`src/rtl/net_seq_pkg.sv`:
```
// Shared state encoding and output saturation helper for the conv1d layer sequencer.
package net_seq_pkg;

  typedef logic [2:0] state_t;

  localparam state_t ST_IDLE   = 3'd0;
  localparam state_t ST_SHIFT  = 3'd1;
  localparam state_t ST_LRST   = 3'd2;
  localparam state_t ST_RUN    = 3'd3;
  localparam state_t ST_CACHE  = 3'd4;
  localparam state_t ST_OUTPUT = 3'd5;

  // Left-shift a sign-extended value and clamp it to a signed range of 'width' bits.
  function automatic logic signed [31:0] sat_shl(input logic signed [31:0] value,
                                                 input int shift,
                                                 input int width);
    logic signed [63:0] ext;
    logic signed [63:0] hi;
    logic signed [63:0] lo;
    ext = {{32{value[31]}}, value};
    ext = ext <<< shift;
    hi  = (64'sd1 <<< (width - 1)) - 64'sd1;
    lo  = -(64'sd1 <<< (width - 1));
    if (ext > hi) begin
      return hi[31:0];
    end else if (ext < lo) begin
      return lo[31:0];
    end
    return ext[31:0];
  endfunction

endpackage

```
`src/rtl/sample_edge_detect.sv`:
```
// Rising-edge detector for a clk-synchronous sample strobe; one registered stage.
module sample_edge_detect (
  input  logic clk,
  input  logic rst,
  input  logic in,
  output logic rise
);

  logic prev_q;
  logic prev_d;

  always_comb begin
    prev_d = in;
  end

  always_ff @(posedge clk) begin
    if (rst) begin
      prev_q <= 1'b0;
    end else begin
      prev_q <= prev_d;
    end
  end

  assign rise = in & ~prev_q;

endmodule

```
`src/rtl/network_sequencer.sv`:
```
// Sequencer for the multi-layer conv1d chain: input pre-scale, per-layer reset/run/cache
// handshakes, watchdog, overrun counting and saturated output publication.
module network_sequencer
  import net_seq_pkg::*;
#(
  parameter int W          = 16,
  parameter int D          = 8,
  parameter int NUM_IN     = 4,
  parameter int NUM_LAYERS = 4,
  parameter int IN_SHIFT   = 2,
  parameter int OUT_SHIFT  = 2,
  parameter logic [NUM_IN-1:0] CH_EN = 4'b0001,
  parameter int TIMEOUT    = 1024,
  localparam int CW        = (NUM_LAYERS > 1) ? NUM_LAYERS - 1 : 1
) (
  input  logic                  clk,
  input  logic                  rst,
  input  logic                  sample_clk,
  input  logic [NUM_IN*W-1:0]   sample_in,
  output logic [NUM_IN*W-1:0]   shifted_in,
  output logic                  lsb_clk,
  output logic [NUM_LAYERS-1:0] layer_rst,
  input  logic [NUM_LAYERS-1:0] layer_done,
  output logic [CW-1:0]         cache_clk,
  input  logic [D*W-1:0]        final_out,
  output logic [NUM_IN*W-1:0]   sample_out,
  output logic                  out_valid,
  output logic                  busy,
  output logic [7:0]            overrun_cnt,
  output logic                  timeout_err
);

  localparam int LI_W = (NUM_LAYERS > 1) ? $clog2(NUM_LAYERS) : 1;
  localparam int WD_W = (TIMEOUT > 1) ? $clog2(TIMEOUT + 1) : 1;
  localparam logic [LI_W-1:0] LI_LAST = LI_W'(NUM_LAYERS - 1);
  localparam logic [WD_W-1:0] WD_LAST = WD_W'((TIMEOUT > 0) ? TIMEOUT - 1 : 0);
  localparam bit WD_EN = (TIMEOUT > 0);

  state_t                state_q, state_d;
  logic [LI_W-1:0]       li_q, li_d;
  logic [WD_W-1:0]       wd_q, wd_d;
  logic [NUM_IN*W-1:0]   shifted_q, shifted_d;
  logic [NUM_IN*W-1:0]   sample_q, sample_d;
  logic [7:0]            ovr_q, ovr_d;
  logic                  terr_q, terr_d;

  logic                  rise;
  logic                  accept;
  logic                  done_cur;
  logic [NUM_LAYERS-1:0] done_vec;
  logic [NUM_IN*W-1:0]   scaled;
  logic [NUM_IN*W-1:0]   sat_vec;
  logic signed [W-1:0]   in_el;
  logic signed [W-1:0]   out_el;

  // Channels NUM_IN..D-1 of final_out are deliberately not published.
  logic unused_final;
  assign unused_final = ^final_out;

  sample_edge_detect u_edge (
    .clk  (clk),
    .rst  (rst),
    .in   (sample_clk),
    .rise (rise)
  );

  assign accept   = rise && (state_q == ST_IDLE || state_q == ST_OUTPUT);
  assign done_vec = layer_done >> li_q;
  assign done_cur = done_vec[0];

  always_comb begin
    scaled  = '0;
    sat_vec = '0;
    in_el   = '0;
    out_el  = '0;
    for (int k = 0; k < NUM_IN; k++) begin
      in_el = sample_in[(NUM_IN-k)*W-1 -: W];
      if (CH_EN[k]) begin
        scaled[(NUM_IN-k)*W-1 -: W] = in_el >>> IN_SHIFT;
      end
      out_el = final_out[(D-k)*W-1 -: W];
      sat_vec[(NUM_IN-k)*W-1 -: W] = W'(sat_shl(32'(out_el), OUT_SHIFT, W));
    end
  end

  always_comb begin
    state_d   = state_q;
    li_d      = li_q;
    wd_d      = wd_q;
    shifted_d = shifted_q;
    sample_d  = sample_q;
    ovr_d     = ovr_q;
    terr_d    = terr_q;

    // Edges arriving mid-sequence are dropped but counted; the sequence itself carries on.
    if (rise && !accept && ovr_q != 8'hFF) begin
      ovr_d = ovr_q + 8'd1;
    end

    case (state_q)
      ST_IDLE, ST_OUTPUT: state_d = ST_IDLE;
      ST_SHIFT:           state_d = ST_LRST;
      ST_LRST: begin
        wd_d    = '0;
        state_d = ST_RUN;
      end
      ST_RUN: begin
        if (done_cur) begin
          if (li_q == LI_LAST) begin
            sample_d = sat_vec;
            state_d  = ST_OUTPUT;
          end else begin
            state_d = ST_CACHE;
          end
        end else if (WD_EN && wd_q == WD_LAST) begin
          terr_d  = 1'b1;
          state_d = ST_IDLE;
        end else begin
          wd_d = wd_q + WD_W'(1);
        end
      end
      ST_CACHE: begin
        li_d    = li_q + LI_W'(1);
        state_d = ST_LRST;
      end
      default: state_d = ST_IDLE;
    endcase

    if (accept) begin
      shifted_d = scaled;
      li_d      = '0;
      state_d   = ST_SHIFT;
    end
  end

  always_ff @(posedge clk) begin
    if (rst) begin
      state_q   <= ST_IDLE;
      li_q      <= '0;
      wd_q      <= '0;
      shifted_q <= '0;
      sample_q  <= '0;
      ovr_q     <= '0;
      terr_q    <= 1'b0;
    end else begin
      state_q   <= state_d;
      li_q      <= li_d;
      wd_q      <= wd_d;
      shifted_q <= shifted_d;
      sample_q  <= sample_d;
      ovr_q     <= ovr_d;
      terr_q    <= terr_d;
    end
  end

  // Strobes decode straight from the state register.
  assign lsb_clk     = (state_q == ST_SHIFT);
  assign out_valid   = (state_q == ST_OUTPUT);
  assign busy        = (state_q != ST_IDLE);
  assign layer_rst   = (state_q == ST_LRST)  ? (NUM_LAYERS'(1) << li_q) : '0;
  assign cache_clk   = (state_q == ST_CACHE) ? (CW'(1) << li_q) : '0;
  assign shifted_in  = shifted_q;
  assign sample_out  = sample_q;
  assign overrun_cnt = ovr_q;
  assign timeout_err = terr_q;

endmodule

```
`config.mk`:
```
export PLATFORM = sky130hd
export DESIGN_NAME = network_sequencer
export DESIGN_NICKNAME = d
export VERILOG_FILES = /design/src/rtl/net_seq_pkg.sv /design/src/rtl/sample_edge_detect.sv /design/src/rtl/network_sequencer.sv
export SDC_FILE = /design/constraint.sdc
export NUM_CORES = 1
export LEC_CHECK = 0
export CAP_MARGIN = 15
export CORE_AREA = 2 2 133 135
export DETAILED_ROUTE_END_ITERATION = 12
export DIE_AREA = 0 0 135 137
export PLACE_DENSITY = 0.72
export SETUP_SLACK_MARGIN = 0.4
export SYNTH_ARGS = -nofsm -noshare
export SYNTH_HDL_FRONTEND = slang
export SYNTH_HIERARCHICAL = 1
export SYNTH_SLANG_ARGS = --single-unit
```
`constraint.sdc`:
```
create_clock -name clk -period 6.47 [get_ports clk]
set_input_delay 0.9705 -clock clk [delete_from_list [all_inputs] [get_ports clk]]
set_output_delay 0.9705 -clock clk [all_outputs]
set_load 0.01 [all_outputs]
```
# Word level (Yosys, flattened, before mapping)
# Index checks and enable logic that the tools add are counted.
[totals] register_bits=104 inputBits=199 wordCells=81
[op_classes] add_sub_neg=3 magnitude_cmp=8 eq_ne=12 n_shift=3 n_mux=30 bitwise_logic=3 reduce_logical=13
[ops] op="$mux 16" count=12
[ops] op="$gt 18x16->1 const B" count=4
[ops] op="$lt 18x16->1 const B" count=4
[ops] op="$mux 11" count=2
[ops] op="$pmux 11 s2" count=1
[ops] op="$add 11x1->11 const B" count=1
[ops] op="$eq 11x10->1 const B" count=1
[ops] op="$mux 1" count=10
[ops] op="$mux 3" count=3
[ops] op="$pmux 3 s3" count=1
[ops] op="$reduce_and 3->1" count=3
[ops] op="$add 8x1->8 const B" count=1
[ops] op="$ne 8x8->1 const B" count=1
[ops] op="$eq 3x2->1 const B" count=2
[ops] op="$eq 3x3->1 const B" count=2
[ops] op="$mux 4" count=1
[ops] op="$ne 2x2->1 const B" count=2
[ops] op="$ne 4x4->1 const B" count=1
[ops] op="$reduce_or 2->1" count=2
[ops] op="$shl 1x2->4 const A" count=1
[ops] op="$shr 4x2->1" count=1
[ops] op="$eq 3x1->1 const B" count=1
[ops] op="$logic_and 1x1->1" count=3
[ops] op="$logic_not 3->1" count=1
[ops] op="10 further kinds" count=11

# Logic depth before layout (Yosys ltp)
[depth] depth_word=6 mapped_depth=7 mapped_depth_nobuf=5

# Modules after synthesis
# Netlist, hierarchy kept.
[modules_own_cells] module="network_sequencer" instances=1 cells_per_inst=553 area_each_um2=4586.9 seq_area_each_um2=1981.9
[modules_own_cells] module="sample_edge_detect" instances=1 cells_per_inst=3 area_each_um2=47.5 seq_area_each_um2=20.0

# Worst setup path before layout
# No wires, ideal clock.
[synth_timing] path_type="input -> register" startpoint="input layer_done[3]" endpoint="register wd_q[4]" setup_time_ns=0.074 t_arrival_ns=2.453 setup_slack_ns=3.943 stages=5 path_buffers=1 cell_sequence="mux4_2 a31o_1 buf_6 or4_1 a31oi_1"
[synth_between] elab_chain_len=3
[synth_lines] item="from (decl)" line_no="network_sequencer.sv:23" rtl="input logic [NUM_LAYERS-1:0] layer_done,"
[synth_lines] item="$shr 4x2->1" line_no="network_sequencer.sv:68" rtl="assign done_vec = layer_done >> li_q;"
[synth_lines] item="$ne 2x2->1 (no source line)"
[synth_lines] item="$reduce_and 3->1 (no source line)"
[synth_lines] item="to (signal assigned)" line_no="network_sequencer.sv:148" rtl="wd_q <= wd_d;"
[synth_lines] item="to (decl)" line_no="network_sequencer.sv:41" rtl="logic [WD_W-1:0] wd_q, wd_d;"
# Every way passes these cells.
# A chain may end at the register's enable or synchronous reset.

# Worst setup path after layout
[layout_timing] startpoint="input layer_done[2]" endpoint="register sample_q[53], in the netlist sample_out[53]"
[layout_between] elab_chain_len=2
[layout_lines] item="$shr 4x2->1" line_no="network_sequencer.sv:68"
[layout_lines] item="$reduce_and 3->1 (no source line)"
[layout_lines] item="to (signal assigned)" line_no="network_sequencer.sv:150" rtl="sample_q <= sample_d;"
[layout_lines] item="to (decl)" line_no="network_sequencer.sv:43" rtl="logic [NUM_IN*W-1:0] sample_q, sample_d;"
# Every way passes these cells.

==> results.toml <==
[routing]
drc_errors = 0
wirelength_um = 12400
met1_length_um = 5570
num_vias = 4239
vias_per_cell = 4.53
routed-wl-met3_um = 1080
postRouteAntennaNets = 0
drt_iter0_drc = 179
dr_wl_met2_um = 5560
highest_layer = "met4"
avgRoutedWirePerCell_um = 13.3
first_pass_iters = 4

[synth]
async_flop_share_pct = 0
synth_most_common_cell = "dfxtp_1"
syn-cell-area_um2 = 4630
avgSynthCellArea_um2 = 8.34
synth_top_area_cell = "dfxtp_1"
synth_seq_cells = 100
ys_seq_area_share_pct = 43.2
ys.flop_type = "dfxtp_1"
yosysWarnings = 6
syn_inst = 556
synth_edf_count = 0
synth.top_cells.by_area = "dfxtp_1 43%, a211oi_1 8.7%, buf_4 8.7%"
yosysTopAreaCellShare_pct = 43.2
synth_common_cells = "100 x dfxtp_1, 87 x nor2_1, 78 x nand2_1"
synth.distinct_cells = 43

[sta]
timing.final.crit_period_ps = 3340
tightest_slew_ps = 1140
max_freq_mhz = 299
rsz0062_at_grt = "no"
max_slew_margin_pct = 24.2
fin_crit_sh_pct = 51.7
slew_viol_final = 0
setup_violations = 0
hold_viol_final = 0
timing.setup.tns_ps = 0
finClkSkew_ps = 7.51

[setup_path]
cp.arrival_ps = 3500
path_buf_inv = 2
path_class = "in2reg"
slowest_stage = "o21a_1"
cp_max_fo = 59
startpoint_type = "primary input"
r2r_slack_ps = 3280
max_stage_delay_ps = 570
crit_required_ps = 6630
end_kind = "register"
critical-path-top-delay-family = "buffers and inverters"
worstPathCellList = "clkdlybuf4s50_1 -> mux4_2 -> and4_2 -> buf_4 -> o21a_1 -> a211oi_1"

[hold_path]
hold_class = "reg2reg"

[floorplanning]
die_y_um = 137
start_util_pct = 27.2
dieArea_um2 = 18500
core_area_um2 = 17100
io_pins = 346
die_w_um = 135
core.rowCount = 48

[global_routing]
antenna_found_initial = 0
grt_pass1_wl_um = 19000
grt_max_degree = 101
overflow = 0
grtUsageTotal_pct = 12.8
grt_pass1_vias = 3824

[final_layout]
fin_nets = 911
diodes = 0
drive_above_1_share_pct = 3.52
area_growth_pct = 43.4
stdcell_count = 936
fin_util_pct = 39.0

[clocking]
cts_resized = 0
post_cts_buffers = 0
clkLatencyLatePin_ps = 340
cts_hold_buf = 0
cts_buffer_depth = 2
cts.clk_slew.worst_paths_ps = 70
ctsHtreeMaxLevel = 3
cts_made_buffers = 9
cts_sinks = 100
cts_tree = "yes"
root_buffer = "clkbuf_16"

[power]
ir_drop_mv = 0.112
power_mw = 1.30
leakage_nw = 2.35
powerDensity_nw_per_um2 = 195

[run]
max-cap-violations = 0

[placed_design]
dp.final_hpwl_um = 8590
place_inst = 920
place_congestion = 0.772
numPortBuffers = 183

[run_status]
outcome = "complete, no violations"
-- metal layers --
layer  up-vias  GRT usage [%]
met5         -              0
met4         0           4.98
met3        15           3.78
met2       159           19.8
met1      1951           16.9
li1       2114              -
-- final timing paths --
check | end | startpoint | depth (start not counted)
hold reg to reg | wd_q[10]$_SDFFE_PP0P_ | wd_q[10]$_SDFFE_PP0P_ | 2
hold / removal | wd_q[10]$_SDFFE_PP0P_ | wd_q[10]$_SDFFE_PP0P_ | 2
setup reg to reg | sample_out[53]$_SDFFE_PP0P_ | state_q[1]$_SDFFE_PP0P_ | 5
setup / recovery | sample_out[53]$_SDFFE_PP0P_ | layer_done[2] | 6
-- final cells by class --
class / instances / area (µm²)
well taps: 225 / 282
clock inverters: 6 / 41.3
multi-input cells: 405 / 2230
fillers: 1752 / 10400
inverters: 5 / 18.8
flip-flops and latches: 100 / 2000
repair buffers: 185 / 1840
clock buffers: 10 / 229
-- kinds of logic after synthesis --
family / Yosys count / synth area share (%)
mux: 20 / 4.59
other cells: 1 / 0.0809
compound gates: 103 / 15.6
flops: 100 / 43.2
fa+ha+maj: 6 / 1.62
buf+inv: 98 / 12.7
simple gates: 225 / 21.7
xor+xnor: 3 / 0.567
-- sequential cells by signal, indices dropped and copies added, names as in the netlist --
name,count
shifted_in,14
timeout_err,1
overrun_cnt,8
state_q,3
sample_out,60
li_q,2
wd_q,11
u_edge/prev_q,1
-- worst register-to-register path, cell delays in order (launching register included) --
cell and delay [ps]:
dfxtp_1 510, nor2b_1 620, and4_2 500, buf_4 570, o21a_1 620, a211oi_1 180
-- where the power goes --
part           internal, mW  switching (mW)  leakage (nW)
clock network         0.260           0.238         0.124
registers             0.624          0.0107         0.808
logic                0.0848          0.0808          1.42
total                 0.970           0.329          2.35
-- layout by cell type (no fill, tap or decap), types with 3 or more instances in the layout --
master	instances
nand2b_1	5
a21oi_1	14
nand2_1	78
o211ai_1	4
conb_1	48
or3_1	4
o31ai_1	4
dfxtp_1	100
o21ai_0	7
clkdlybuf4s50_1	182
or4_1	7
nor2b_1	3
nand3_1	9
and3_1	4
nand4_1	5
ha_1	6
mux2i_1	19
a31oi_1	8
inv_1	5
o21a_1	4
and2_1	3
clkbuf_16	9
nor3_1	11
clkinvlp_4	3
buf_4	3
a211oi_1	54
nor2_1	87
-- through the flow --
step                      cell area (µm²)  hold WS, ps  setup WS (ps)
after global routing                 6650          500           2970
after floorplan                      4810          427           3940
after global placement               6370          440           2800
after CTS                            6650          459           3130
final                                6650          467           3130
after detailed placement             6370          448           2760
Note: power is estimated with default switching activity, not from simulation.
